$ cat src/rtl/spi_ctrl_pkg.sv
// Shared types and constants for the SPI controller memory-port logic.
// Requester indices and the arbiter state encoding live here.
package spi_ctrl_pkg;

  localparam int NUM_REQ  = 2;
  localparam int REQ_HOST = 0;
  localparam int REQ_SPI  = 1;

  typedef enum logic {
    ARB,
    LOCKED
  } arb_state_t;

endpackage

$ cat src/rtl/spi_mem_rr_pick.sv
// Two-way round-robin selector: one-hot grant from the valid vector,
// and on a tie it favours the requester that did not win last.
module spi_mem_rr_pick
  import spi_ctrl_pkg::*;
(
  input  logic [NUM_REQ-1:0] valid_i,
  input  logic               last_grant_i,
  output logic [NUM_REQ-1:0] grant_o
);

  always_comb begin
    grant_o = '0;
    case (valid_i)
      2'b01:   grant_o = 2'b01;
      2'b10:   grant_o = 2'b10;
      2'b11:   grant_o = last_grant_i ? 2'b01 : 2'b10;
      default: grant_o = '0;
    endcase
  end

endmodule

$ cat src/rtl/spi_mem_port_arbiter.sv
// Round-robin arbiter for memory port A between the host bridge and the SPI
// shift engine, with a bounded burst lock and a one-beat registered response.
module spi_mem_port_arbiter
  import spi_ctrl_pkg::*;
#(
  parameter int ADDR_WIDTH = 5,
  parameter int DATA_BYTES = 4,
  parameter int DATA_WIDTH = DATA_BYTES * 8,
  parameter int MAX_BURST  = 4
) (
  input  logic                          clk,
  input  logic                          rst,
  input  logic [NUM_REQ-1:0]            r_valid,
  input  logic [NUM_REQ-1:0]            r_lock,
  input  logic [NUM_REQ*DATA_BYTES-1:0] r_wena,
  input  logic [NUM_REQ*ADDR_WIDTH-1:0] r_addr,
  input  logic [NUM_REQ*DATA_WIDTH-1:0] r_wdata,
  output logic [NUM_REQ-1:0]            r_ready,
  output logic [NUM_REQ-1:0]            r_rvalid,
  output logic [DATA_WIDTH-1:0]         r_rdata,
  output logic [DATA_BYTES-1:0]         mem_wena,
  output logic [ADDR_WIDTH-1:0]         mem_addra,
  output logic [DATA_WIDTH-1:0]         mem_dina,
  input  logic [DATA_WIDTH-1:0]         mem_douta
);

  localparam int CNT_W = $clog2(MAX_BURST + 1);
  localparam logic [CNT_W-1:0] MAX_CNT = CNT_W'(MAX_BURST);
  localparam logic [CNT_W-1:0] ONE_CNT = CNT_W'(1);

  arb_state_t         state_q, state_d;
  logic               owner_q, owner_d;
  logic               last_grant_q, last_grant_d;
  logic [CNT_W-1:0]   beat_q, beat_d;
  logic [NUM_REQ-1:0] rvalid_q;

  logic [NUM_REQ-1:0] rr_grant;
  logic [NUM_REQ-1:0] grant_raw;
  logic [NUM_REQ-1:0] grant;
  logic               arb_win;
  logic [CNT_W-1:0]   beat_inc;

  spi_mem_rr_pick u_rr_pick (
    .valid_i      (r_valid),
    .last_grant_i (last_grant_q),
    .grant_o      (rr_grant)
  );

  assign arb_win  = rr_grant[REQ_SPI];
  assign beat_inc = (beat_q == MAX_CNT) ? MAX_CNT : beat_q + ONE_CNT;

  // Next-state logic; the lock is released by a dropped request, a cleared
  // lock bit, or a full burst while the other requester is waiting.
  always_comb begin
    state_d      = state_q;
    owner_d      = owner_q;
    last_grant_d = last_grant_q;
    beat_d       = beat_q;
    grant_raw    = '0;

    case (state_q)
      ARB: begin
        grant_raw = rr_grant;
        beat_d    = '0;
        if (|rr_grant) begin
          last_grant_d = arb_win;
          if (r_lock[arb_win] && !(MAX_BURST == 1 && r_valid[~arb_win])) begin
            state_d = LOCKED;
            owner_d = arb_win;
            beat_d  = ONE_CNT;
          end
        end
      end

      LOCKED: begin
        if (r_valid[owner_q]) begin
          grant_raw[owner_q] = 1'b1;
          last_grant_d       = owner_q;
          beat_d             = beat_inc;
          if (!r_lock[owner_q] || (beat_inc == MAX_CNT && r_valid[~owner_q])) begin
            state_d = ARB;
            beat_d  = '0;
          end
        end else begin
          state_d = ARB;
          beat_d  = '0;
        end
      end

      default: begin
        state_d = ARB;
        beat_d  = '0;
      end
    endcase
  end

  // No grant may reach the memory while reset is held.
  assign grant   = rst ? '0 : grant_raw;
  assign r_ready = grant;

  always_comb begin
    mem_wena  = '0;
    mem_addra = '0;
    mem_dina  = '0;
    if (grant[REQ_HOST]) begin
      mem_wena  = r_wena[REQ_HOST*DATA_BYTES +: DATA_BYTES];
      mem_addra = r_addr[REQ_HOST*ADDR_WIDTH +: ADDR_WIDTH];
      mem_dina  = r_wdata[REQ_HOST*DATA_WIDTH +: DATA_WIDTH];
    end else if (grant[REQ_SPI]) begin
      mem_wena  = r_wena[REQ_SPI*DATA_BYTES +: DATA_BYTES];
      mem_addra = r_addr[REQ_SPI*ADDR_WIDTH +: ADDR_WIDTH];
      mem_dina  = r_wdata[REQ_SPI*DATA_WIDTH +: DATA_WIDTH];
    end
  end

  always_ff @(posedge clk or posedge rst) begin
    if (rst) begin
      state_q      <= ARB;
      owner_q      <= 1'b0;
      last_grant_q <= 1'b1;
      beat_q       <= '0;
      rvalid_q     <= '0;
    end else begin
      state_q      <= state_d;
      owner_q      <= owner_d;
      last_grant_q <= last_grant_d;
      beat_q       <= beat_d;
      rvalid_q     <= grant;
    end
  end

  assign r_rvalid = rvalid_q;
  assign r_rdata  = mem_douta;

endmodule
$ cat config.mk
export PLATFORM = sky130hd
export DESIGN_NAME = spi_mem_port_arbiter
export DESIGN_NICKNAME = d
export VERILOG_FILES = /design/src/rtl/spi_ctrl_pkg.sv /design/src/rtl/spi_mem_rr_pick.sv /design/src/rtl/spi_mem_port_arbiter.sv
export SDC_FILE = /design/constraint.sdc
export NUM_CORES = 1
export LEC_CHECK = 0
export ABC_AREA = 0
export CORE_ASPECT_RATIO = 1.1
export CORE_MARGIN = 2
export CORE_UTILIZATION = 21
export DETAILED_ROUTE_END_ITERATION = 8
export GPL_ROUTABILITY_DRIVEN = 0
export PLACE_DENSITY = 0.91
export SLEW_MARGIN = 20
export SYNTH_ARGS = -nofsm -noshare
export SYNTH_HDL_FRONTEND = slang
export SYNTH_SLANG_ARGS = --single-unit
$ cat constraint.sdc
create_clock -name clk -period 1.6 [get_ports clk]
set_clock_uncertainty 0.05 [all_clocks]
set_input_delay 0.16 -clock clk [delete_from_list [all_inputs] [get_ports clk]]
set_output_delay 0.16 -clock clk [all_outputs]
set_load 0.005 [all_outputs]
==> flow_metrics.tcl, run 1 <==
set metrics [dict create \
    status "complete, but fails checks" \
    violations "setup timing" \
    nFillCells 513 \
    avgSynthCellArea_sq_um 8.73 \
    peakVddDrop_mv 0.316 \
    synth_fa_ha_area_frac 0.0221 \
    synth_warnings 0 \
    clock.fmax_ghz 0.494 \
    drv_cap 0 \
    cts_buffer_depth 2 \
    syn_inst 130 \
    worstSetupStartpoint "last_grant_q" \
    grt_pass1_wl_um 7850 \
    synth_top_family_by_area "compound AO/OA/AOI/OAI gates" \
    cp.depth 8 \
    synth.largest_area_cell "a22o_1" \
    path_delay_family "buffers and inverters" \
    power_density_nw_per_um2 760 \
    synth_edf_count 0 \
    drive_above_1_share 0.355 \
    reg2reg_depth 6 \
    stdcell_area_sq_um 2570 \
    crit_end "mem_dina[26]" \
    cts_tree "built" \
    pwr-share-seq 0.156 \
    synth_ff_type "dfrtp_1" \
    synthTopCellsByArea "a22o_1 32%, buf_4 21%, dfrtp_1 15%, buf_6 6.0%, o21ai_0 2.6%" \
    nNetsFinal 385 \
    antenna_found_initial 2 \
    cts_sinks 8 \
    synth_xor_area_frac 0 \
    timing_hold_violations_final 0 \
    synth_common_cells "41 x a22o_1, 32 x buf_4, 7 x dfrtp_1, 7 x nand2_1" \
    path_cells "buf_4 > nand2_4 > a21boi_4 > nor3b_4 > buf_6 > clkbuf_16 > a22o_1 > clkdlybuf4s15_2" \
    regArea_sq_um 203 \
    dr.pass1.iters 4 \
    total_power_mw 1.95 \
    critPathMaxStageDelay_ns 0.54 \
    worstSkewPairLatency_ns 0.23 \
    ys_ff_latch 8 \
    hold_buffers 0 \
    synthArstFlopShare 1.00 \
    core-area_sq_um 5290 \
    crit_path_end_kind "output port" \
    row_count 28 \
    synth.most_common_cell "a22o_1" \
    port_buffers 132 \
    cts_inserted_buffers 3 \
    setup_viol 43 \
    p_int_mw 1.31 \
    clk_pin_slew_ns 0.04 \
    synth_fp_nets 252 \
    period_share 1.26 \
    netlist.area_leader.share 0.316 \
    grt_max_degree 20 \
    drtIter0Drc 11 \
    rsz0062_at_grt "yes" \
    slowest_stage "dfstp_2" \
    fin_setup_tns_ns -14.92 \
    synth_compound_area_frac 0.398 \
    cp_num_buf_inv 4 \
    drv_slew 0 \
    worst_slew_pin_slew_ns 0.256 \
    place_area_sq_um 2350 \
    area_growth_pct 126 \
    via_count 1545 \
    routed_via_density 4.57 \
    syn_area_sq_um 1130 \
    cp-start-kind "flop" \
    die-area_sq_um 6010 \
    synth-simple-area-share 0.0926 \
    critPathRequiredTime_ns 1.39 \
    grt_usage 0.177 \
    worstReg2RegStart "beat_q[0]" \
    path_class "reg2out" \
    grt_pass1_vias 1527 \
    postRouteAntennaNets 0 \
    leakage_nw 1.19 \
    die_w_um 74.1 \
    ys_types 24 \
    power_frac_comb 0.716 \
    reg2reg_setup_slack_ns 0.14 \
    setup_ws_ns -0.423 \
    rr_endpoint "state_q" \
    power_switching_mw 0.638 \
    ys_seq_area_frac 0.178 \
    dp_hpwl_um 4390 \
    htreeDepth 1 \
    period_minus_slack_ns 2.02 \
    cts-root-buf "clkbuf_8" \
    drc 0 \
    synth_mux_area_frac 0.00882 \
    crit_fanout 5 \
    top_level_ports 197 \
    grt_overflow_total 0 \
    multi_input_area_sq_um 608 \
    power.share.clock 0.128 \
    wl_per_cell_um 18.0 \
    switching_share 0.327 \
    drt_wl_total_um 6070 \
    relSlewSlack 0.828 \
    hold_ws_ns 0.270 \
    cp.arrival_ns 1.81 \
    die_h_um 81.1 \
    start_util 0.215 \
    min_path_type "in2out" \
]
[routing by layer]
| layer | global-route usage | wire length [um] |
|---|---|---|
| met1 | 0.183 | 2130 |
| met2 | 0.312 | 3090 |
| met3 | 0.0918 | 705 |
| met4 | 0.0455 | 138 |
| met5 | 0 | 11 |
[power by group through the flow]
stage	clock, mW	combinational (mW)	sequential, mW
finish	0.250	1.40	0.305
global route	0.274	1.51	0.311
CTS	0.259	1.38	0.300
detailed placement	0	1.18	0.309
global placement	0	1.16	0.304
floorplan	0	0.546	0.309
[layout make-up]
| cell class | instances | area share |
|---|---|---|
| inverter | 5 | 0.00731 |
| tap | 75 | 0.0366 |
| clock buffer | 4 | 0.0176 |
| timing repair buffer | 169 | 0.622 |
| multi-input combinational | 76 | 0.237 |
| sequential | 8 | 0.0790 |
| antenna | 1 | 0.000975 |
[flip-flops by register name (all words and copies together) (netlist names)]
name and count:
owner_q 1, last_grant_q 1, state_q 1, beat_q 3
r_rvalid 2
[kinds of logic after synthesis]
group                      count (synthesis)
buffers and inverters                     46
AOI/OAI and AO/OA                         54
adders and majority gates                  2
and+or+nand+nor                           19
DFF                                        8
muxes                                      1
[placed cells by master, fill, tap and decap left out, types with 2 or more instances in the layout]
| master | instances |
|---|---|
| a22o_1 | 41 |
| a21oi_1 | 3 |
| buf_2 | 19 |
| nor2_1 | 2 |
| clkbuf_16 | 2 |
| clkdlybuf4s15_2 | 3 |
| clkbuf_8 | 3 |
| nand3_1 | 3 |
| buf_12 | 2 |
| dfrtp_1 | 6 |
| inv_1 | 4 |
| o21ai_0 | 6 |
| buf_16 | 4 |
| buf_6 | 13 |
| ha_1 | 2 |
| clkbuf_2 | 19 |
| clkdlybuf4s50_1 | 88 |
| buf_4 | 18 |
| nand2_1 | 6 |
[repair_timing]
action	in CTS	in global routing
endpoints found under the setup margin	43	43
pin swaps	6	24
gates resized for setup	115	58
gates cloned	5	2
setup buffers	15	7
[stage by stage]
stage / setup slack [ns] / utilization / std cells
2_1_floorplan: 0.123 / - / 130
3_3_place_gp: -0.564 / 0.444 / 307
3_5_place_dp: -0.582 / 0.444 / 307
4_1_cts: -0.567 / 0.503 / 331
5_1_grt: -0.500 / 0.485 / 337
6_report: -0.423 / 0.485 / 338
[how the worst min path moves through the flow]
stage / endpoint / from / cells after the start
4_1_cts: r_rdata[12] / mem_douta[12] / 0
5_1_grt: r_rdata[13] / mem_douta[13] / 0
2_1_floorplan: beat_q[0] / rst / 1
3_5_place_dp: r_rdata[12] / mem_douta[12] / 0
6_report: r_rdata[10] / mem_douta[10] / 0
3_3_place_gp: r_rdata[12] / mem_douta[12] / 0
(Power assumes the default switching activity.)
==> inputs of run 2 (changes only) <==
- clock period: 1.6 -> 1.9 ns (I/O delays scaled with it)
==> run 2 against run 1 <==
The run still ends with setup timing left. Clock-buffer cell count did not move. First-iteration DRC count rose to 2.9 times the previous value. Clock power fell by 16%. Utilization rose by 0.97 points. Critical path depth rose by 1. Combinational power fell by 11%. Final area rose by 2.0%.
==> flow_metrics.tcl, run 2 (same netlist as run 1, synthesis figures left out) <==
set metrics [dict create \
    grt-busiest-layer "met2" \
    path_cells "buf_6 > nand2_4 > a21boi_4 > nor3b_4 > buf_6 > buf_6 > buf_16 > a22o_1 > buf_2" \
    setup_ws_ns -0.204 \
    grt_overflow_total 0 \
    htreeDepth 1 \
    cp-start-kind "flop" \
    timing_hold_violations_final 0 \
    cp.arrival_ns 1.86 \
    path_class "reg2out" \
    dr.pass1.iters 5 \
    die_h_um 81.1 \
    total_power_mw 1.72 \
    final_common_cell "clkdlybuf4s50_1" \
    critPathRequiredTime_ns 1.66 \
    drv_slew 0 \
    routed_via_density 4.61 \
    nNetsFinal 384 \
    path_delay_family "buffers and inverters" \
    period_share 1.11 \
    period_minus_slack_ns 2.10 \
    grt_max_degree 11 \
    met3_usage 0.0906 \
    grt_usage 0.197 \
    top_register "beat_q" \
    power_density_nw_per_um2 656 \
    cts-root-buf "clkbuf_8" \
    drtIter0Drc 32 \
    path_common_cell "buf_6" \
    cts_buffer_depth 2 \
    peakVddDrop_mv 0.269 \
    drv_cap 0 \
    drive_above_1_share 0.349 \
    clock.fmax_ghz 0.475 \
    via_count 1555 \
    nFillCells 475 \
    met2_usage 0.349 \
    rsz0062_at_grt "yes" \
    min_path_type "in2out" \
    leakage_nw 1.22 \
    drc 0 \
    setup_viol 41 \
    dp_hpwl_um 4390 \
    status "complete, but fails checks" \
    worst_slew_pin_slew_ns 0.252 \
    final_cell_mix "88 x clkdlybuf4s50_1, 41 x a22o_1, 41 x buf_2, 13 x buf_4, 11 x buf_6" \
    row_count 28 \
    largest_register_ffs 3 \
    drt_wl_total_um 6320 \
    wl_per_cell_um 18.8 \
    cts_tree "built" \
    crit_fanout 9 \
    start_util 0.215 \
    clk_pin_slew_ns 0.04 \
    top_level_ports 197 \
    critPathMaxStageDelay_ns 0.53 \
    place_area_sq_um 2350 \
    die-area_sq_um 6010 \
    slowest_stage "dfstp_2" \
    antenna_found_initial 1 \
    fin_util 0.495 \
    grt_pass1_wl_um 8580 \
    reg2reg_setup_slack_ns 0.43 \
    grt_pass1_vias 1585 \
    postRouteAntennaNets 0 \
    dp_worst_setup_slack_ns -0.343 \
    cts_sinks 8 \
    worstSkewPairLatency_ns 0.23 \
    fin_setup_tns_ns -7.11 \
    hold_buffers 0 \
    cp_num_buf_inv 5 \
    die_w_um 74.1 \
    violations "setup timing" \
    met1_usage 0.200 \
    relSlewSlack 0.830 \
    cts_inserted_buffers 3 \
    core-area_sq_um 5290 \
    port_buffers 132 \
    crit_path_end_kind "output port" \
    area_growth_pct 131 \
    stdcell_area_sq_um 2620 \
]
run 2: power breakdown:
part	internal, mW	switching, mW
sequential	0.221	0.0371
clock	0.145	0.0652
combinational	0.787	0.461
run 2: worst paths after layout:
check / to / start / depth (start not counted)
max in group asynchronous: last_grant_q / rst / 3
min in group asynchronous: state_q / rst / 3
min: r_rdata[10] / mem_douta[10] / 0
min reg2reg: beat_q[1] / beat_q[2] / 3
max: mem_dina[14] / last_grant_q / 9
max reg2reg: state_q / beat_q[0] / 6
run 2: metal layers:
layer | up-vias | wire [um]
li1 | 718 | -
met1 | 736 | 2210
met2 | 85 | 3220
met3 | 16 | 724
met4 | 0 | 172
met5 | - | 0
run 2: metrics by stage:
stage,hold slack (ns),std cells
after global placement,0.330,307
final,0.330,337
after floorplan,-0.0368,130
after detailed placement,0.330,307
after global routing,0.330,336
after CTS,0.313,336
run 2: timing repair:
item | CTS | global route
pin swaps | 8 | 7
buffers inserted | 17 | 1
cloned | 8 | 0
gates resized for setup | 190 | 5
endpoints found under the setup margin | 43 | 43
run 2: area by class of cell:
class	instances	area, sq um	share of cell area
clock buffer	4	45.0	0.0172
antenna	1	2.50	0.000956
tap	75	93.8	0.0359
sequential	8	203	0.0774
multi-input combinational	76	608	0.232
inverter	5	18.8	0.00717
timing repair buffer	168	1650	0.629
